`config.mk`:
```
export PLATFORM = sky130hd
export DESIGN_NAME = f_wb_arbiter
export DESIGN_NICKNAME = d
export VERILOG_FILES = /design/src/rtl/f_wb_arbiter_pkg.sv /design/src/rtl/f_wb_arbiter_scoreboard.sv /design/src/rtl/f_wb_arbiter.sv
export SDC_FILE = /design/constraint.sdc
export NUM_CORES = 1
export LEC_CHECK = 0
export ABC_AREA = 1
export BUFFER_PORTS_ARGS = -buffer_cell sky130_fd_sc_hd__buf_2
export CAP_MARGIN = 20
export CORE_MARGIN = 3
export CORE_UTILIZATION = 42
export CTS_CLUSTER_DIAMETER = 100
export DETAILED_ROUTE_END_ITERATION = 10
export PLACE_DENSITY = 0.81
export SLEW_MARGIN = 0
export SYNTH_ARGS = -nofsm -noshare
export SYNTH_HDL_FRONTEND = slang
export SYNTH_SLANG_ARGS = --single-unit
```
`constraint.sdc`:
```
create_clock -name CLK -period 1.3 [get_ports CLK]
set_input_delay 0.13 -clock CLK [delete_from_list [all_inputs] [get_ports CLK]]
set_output_delay 0.13 -clock CLK [all_outputs]
set_load 0.01 [all_outputs]
```
`src/rtl/f_wb_arbiter_pkg.sv`:
```
`default_nettype none
// +--------------------------------------------------------------------------+
// | f_wb_arbiter_pkg : shared FP register-file definitions (widths, fflags   |
// |                    layout, writeback source encoding).                   |
// | Revision: 1.0                                                            |
// +--------------------------------------------------------------------------+
package f_wb_arbiter_pkg;

   localparam int FREG_IDX_W = 5;
   localparam int FREG_CNT   = 32;
   localparam int FFLAGS_W   = 5;

   typedef struct packed {
      logic nv;
      logic dz;
      logic of;
      logic uf;
      logic nx;
   } fflags_t;

   typedef enum logic {
      WB_FPU = 1'b0,
      WB_LD  = 1'b1
   } wb_src_t;

   function automatic logic [FREG_CNT-1:0] freg_onehot(input logic [FREG_IDX_W-1:0] idx);
      return FREG_CNT'(1) << idx;
   endfunction

endpackage
`default_nettype wire

```
`src/rtl/f_wb_arbiter_scoreboard.sv`:
```
`default_nettype none
// +--------------------------------------------------------------------------+
// | f_scoreboard : per-register pending-write tracking and RAW/WAW hazard    |
// |                detection for the FP register file.                       |
// | Revision: 1.0                                                            |
// +--------------------------------------------------------------------------+
module f_scoreboard
   import f_wb_arbiter_pkg::*;
(
   input  logic                  CLK,
   input  logic                  RST,
   input  logic                  issue_valid,
   input  logic [FREG_IDX_W-1:0] issue_rd,
   input  logic [FREG_IDX_W-1:0] issue_rs1,
   input  logic [FREG_IDX_W-1:0] issue_rs2,
   input  logic                  wb_en,
   input  logic [FREG_IDX_W-1:0] wb_rd,
   output logic [FREG_CNT-1:0]   busy,
   output logic                  issue_stall
);

   logic [FREG_CNT-1:0] r_busy;
   logic [FREG_CNT-1:0] w_set;
   logic [FREG_CNT-1:0] w_clr;
   logic                w_stall;

   // No bypass from the write port: a register stays busy through its f_wen cycle.
   assign w_stall = issue_valid & (r_busy[issue_rs1] | r_busy[issue_rs2] | r_busy[issue_rd]);

   assign w_set = (issue_valid & ~w_stall) ? freg_onehot(issue_rd) : '0;
   assign w_clr = wb_en ? freg_onehot(wb_rd) : '0;

   // Set is applied after clear so a same-index collision leaves the bit set.
   always_ff @(posedge CLK) begin
      if (RST) begin
         r_busy <= '0;
      end else begin
         r_busy <= (r_busy & ~w_clr) | w_set;
      end
   end

   assign busy        = r_busy;
   assign issue_stall = w_stall;

endmodule
`default_nettype wire

```
`src/rtl/f_wb_arbiter.sv`:
```
`default_nettype none
// +--------------------------------------------------------------------------+
// | f_wb_arbiter : round-robin FPU / FP-load writeback arbiter with a single |
// |                registered FP register-file write port and sticky fflags. |
// |                Optional scoreboard under macro F_WB_SCOREBOARD_EN.       |
// | Revision: 1.0                                                            |
// +--------------------------------------------------------------------------+
module f_wb_arbiter
   import f_wb_arbiter_pkg::*;
(
   input  logic                  CLK,
   input  logic                  RST,
   input  logic                  issue_valid,
   input  logic [FREG_IDX_W-1:0] issue_rd,
   input  logic [FREG_IDX_W-1:0] issue_rs1,
   input  logic [FREG_IDX_W-1:0] issue_rs2,
   output logic                  issue_stall,
   input  logic                  fpu_valid,
   output logic                  fpu_ready,
   input  logic [FREG_IDX_W-1:0] fpu_rd,
   input  logic [31:0]           fpu_data,
   input  logic [FFLAGS_W-1:0]   fpu_flags,
   input  logic                  ld_valid,
   output logic                  ld_ready,
   input  logic [FREG_IDX_W-1:0] ld_rd,
   input  logic [31:0]           ld_data,
   output logic                  f_wen,
   output logic [FREG_IDX_W-1:0] f_rd,
   output logic [31:0]           f_w_data,
   output logic [FFLAGS_W-1:0]   fflags,
   input  logic                  fflags_clr,
   output logic [FREG_CNT-1:0]   busy
);

   wb_src_t               r_last_grant;
   logic                  r_wen;
   logic [FREG_IDX_W-1:0] r_rd;
   logic [31:0]           r_data;
   fflags_t               r_fflags;

   logic                  w_fpu_xfer;
   logic                  w_ld_xfer;
   fflags_t               w_fflags_base;

   // Grants are mutually exclusive, so at most one transfer per cycle.
   assign w_fpu_xfer = fpu_valid & (~ld_valid  | (r_last_grant == WB_LD));
   assign w_ld_xfer  = ld_valid  & (~fpu_valid | (r_last_grant == WB_FPU));

   assign fpu_ready = w_fpu_xfer;
   assign ld_ready  = w_ld_xfer;

   assign w_fflags_base = fflags_clr ? fflags_t'('0) : r_fflags;

   always_ff @(posedge CLK) begin
      if (RST) begin
         r_last_grant <= WB_LD;
         r_wen        <= 1'b0;
         r_rd         <= '0;
         r_data       <= '0;
         r_fflags     <= '0;
      end else begin
         r_wen <= w_fpu_xfer | w_ld_xfer;
         if (w_fpu_xfer) begin
            r_last_grant <= WB_FPU;
            r_rd         <= fpu_rd;
            r_data       <= fpu_data;
            r_fflags     <= w_fflags_base | fflags_t'(fpu_flags);
         end else begin
            r_fflags <= w_fflags_base;
            if (w_ld_xfer) begin
               r_last_grant <= WB_LD;
               r_rd         <= ld_rd;
               r_data       <= ld_data;
            end
         end
      end
   end

   assign f_wen    = r_wen;
   assign f_rd     = r_rd;
   assign f_w_data = r_data;
   assign fflags   = r_fflags;

`ifdef F_WB_SCOREBOARD_EN
   f_scoreboard u_scoreboard (
      .CLK         (CLK),
      .RST         (RST),
      .issue_valid (issue_valid),
      .issue_rd    (issue_rd),
      .issue_rs1   (issue_rs1),
      .issue_rs2   (issue_rs2),
      .wb_en       (r_wen),
      .wb_rd       (r_rd),
      .busy        (busy),
      .issue_stall (issue_stall)
   );
`else
   logic w_unused_issue;
   assign w_unused_issue = ^{issue_valid, issue_rd, issue_rs1, issue_rs2};
   assign busy           = '0;
   assign issue_stall    = 1'b0;
`endif

endmodule
`default_nettype wire

```
==> out/results.ini <==
[floorplanning]
die_w_um = 84.9
dieArea_sq_mm = 0.00721
ioPinCount = 178
core_region_area_sq_mm = 0.00599
num_rows = 28
chipHeight_um = 84.9
initial_core_util_pct = 43.6

[final_layout]
n_antenna_cell = 0
seqCellArea_sq_um = 882
fillers = 634
mostFrequentLayoutCells = buf_2, nand2_1, nand3_1, inv_1, dfxtp_1
syn_to_final_growth_pct = 28.3
drive_gt1_share_pct = 30.4
final_net_count = 618
multi_input_area_sq_mm = 0.00131
final_common_cell = buf_2

[clocking]
clkSlewWorstSetupHoldPaths_ns = 0.10
cts-root-buf = clkbuf_8
cts_setup_buffers = 0
cts_tree = done
cts_buffers = 5
clock_sinks = 44
h-tree-depth = 2
cts_buffer_depth = 2
hold_buffers = 0
insertion_delay_ns = 0.30

[flow_run]
drv_cap = 0

[routing]
post_drt_wl_per_cell_um = 12.4
drc_errors = 0
drt-pass1-iter-count = 4
first_iter_violations = 144
vias = 2945
viasPerCell = 4.96
routed_wl_um = 7390
drtAntennaViolNets = 0

[power_and_ir_drop]
internal_power_mw = 2.21
cellLeakagePower_nw = 1.90
clockPowerShare_pct = 26.7
ir_worst_vdd_uv = 661
switching_power_mw = 1.07
pwr-share-comb_pct = 26.9
p_per_area_mw_per_mm2 = 980
power_frac_seq_pct = 46.4
finalPower_mw = 3.29
swShare_pct = 32.7

[critical_path]
arrival_ns = 1.10
cp_slowest_cell = dfxtp_2
crit_fanout = 12
start_kind = register
path_cells = nand2_8 -> nand2_1 -> inv_1 -> buf_2
required_ns = 1.17
max_stage_delay_ns = 0.40
worstSetupEndpointType = output pin
path_class = reg -> out

[global_routing]
grt_pass1_wl_um = 11800
grtUsageTotal_pct = 19.8
first_global_vias = 2664
overflow = 0
antenna_found_initial = 0
grt_start_max_net_pins = 38

[timing]
timing.final.ws_setup_ns = 0.0656
fin_crit_ns = 1.23
fin_tns_setup_ns = 0
timing.final.crit_share_pct = 95.0
setup_viol = 0
fmaxAchievable_mhz = 810
report.final.slew_viol_count = 0
fin_skew_ns = 0.0142
hold_viol_final = 0

[hold_path]
hold_path.class = in -> reg

[logic_synthesis]
synth.top_cell.area_share_pct = 33.7
syn_inst = 401
synth.cell_area_sq_mm = 0.00261
avgSynthCellArea_sq_um = 6.52
ys_seq_elements = 44
yosysTopAreaCell = dfxtp_1
synth_cell_type_count = 14
ys_warn_count = 0
synth-seq-area-share_pct = 33.7
synth_area_leaders = dfxtp_1, nand3_1, nand2_1

[placed_design]
dpl.hpwl_um = 5470
gp_congestion = 0.863
place_ws_ns = 0.133
port-buffer-count = 128

[outcome]
run_status = finished clean

-- metrics by stage --
stage | instance area [sq um] | instances | hold WS, ns | utilization [%]
after CTS | 3340 | 594 | 0.0559 | 55.8
after floorplan | 2730 | 433 | 0.275 | -
final | 3350 | 594 | 0.0629 | 56.0
after global routing | 3350 | 594 | 0.0760 | 56.0
after global placement | 3240 | 586 | 0.379 | 54.1
after detailed placement | 3240 | 586 | 0.394 | 54.1
-- worst max-delay path, delay by kind of cell, from the launching register on --
family                 cells  cell delay (ns)
and+or+nand+nor            2             0.21
DFF                        1             0.40
buffers and inverters      2             0.19
-- Yosys cell counts --
| cell type | instances |
|---|---|
| inv_2 | 1 |
| buf_1 | 5 |
| nand2_1 | 89 |
| dfxtp_1 | 44 |
| nand3_1 | 74 |
| buf_2 | 18 |
| buf_4 | 34 |
| nand4_1 | 37 |
| clkbuf_1 | 11 |
| o21ai_0 | 1 |
| a21oi_1 | 42 |
| inv_1 | 43 |
| conb_1 | 1 |
| o211ai_1 | 1 |
-- what timing repair did --
item,CTS,global route
resized for setup,3,2
cloned,0,0
endpoints found under the setup margin,2,2
-- cells by family (layout without fill, tap and decap cells) --
group | Yosys count | in the layout | share of synthesized area (%)
compound gates | 44 | 44 | 8.52
buf+inv | 112 | 198 | 21.8
other cells | 1 | 33 | 0.143
flops | 44 | 44 | 33.7
simple gates | 200 | 200 | 35.8
-- cell type report --
type	instances	area share, %
clock buffers	5	2.05
clock inverters	3	0.709
inverters	44	4.93
multi-input cells	277	39.0
flip-flops and latches	44	26.3
well taps	75	2.80
repair buffers	146	24.3
-- metal layers --
layer | GRT usage, % | up-vias | share of wire [%]
met5 | 0 | - | 0
met2 | 34.7 | 158 | 49
li1 | - | 1491 | -
met1 | 24.6 | 1284 | 40
met4 | 5.47 | 0 | 1.2
met3 | 4.27 | 12 | 9.9
-- power groups by stage --
| stage | registers, mW | logic (mW) | clock network [mW] |
|---|---|---|---|
| CTS | 1.52 | 0.882 | 0.912 |
| detailed placement | 1.55 | 0.875 | 0 |
| finish | 1.53 | 0.883 | 0.878 |
| global placement | 1.55 | 0.859 | 0 |
| global route | 1.54 | 0.993 | 0.951 |
| floorplan | 1.60 | 0.532 | 0 |
-- path summary, 6_finish.rpt --
| path | slack (ns) | from | cells after the start | end |
|---|---|---|---|---|
| hold / removal | 0.06 | fpu_flags[0] | 3 | fflags[0] |
| setup reg to reg | 0.14 | r_last_grant | 6 | f_rd[0] |
| setup / recovery | 0.07 | r_last_grant | 4 | ld_ready |
| hold reg to reg | 0.47 | fflags[1] | 2 | fflags[1] |
-- sequential cells by signal, indices dropped and copies added (netlist names) --
name,count
fflags,5
f_w_data,32
r_last_grant,1
f_rd,5
f_wen,1
Note: power is estimated with default switching activity, not from simulation.
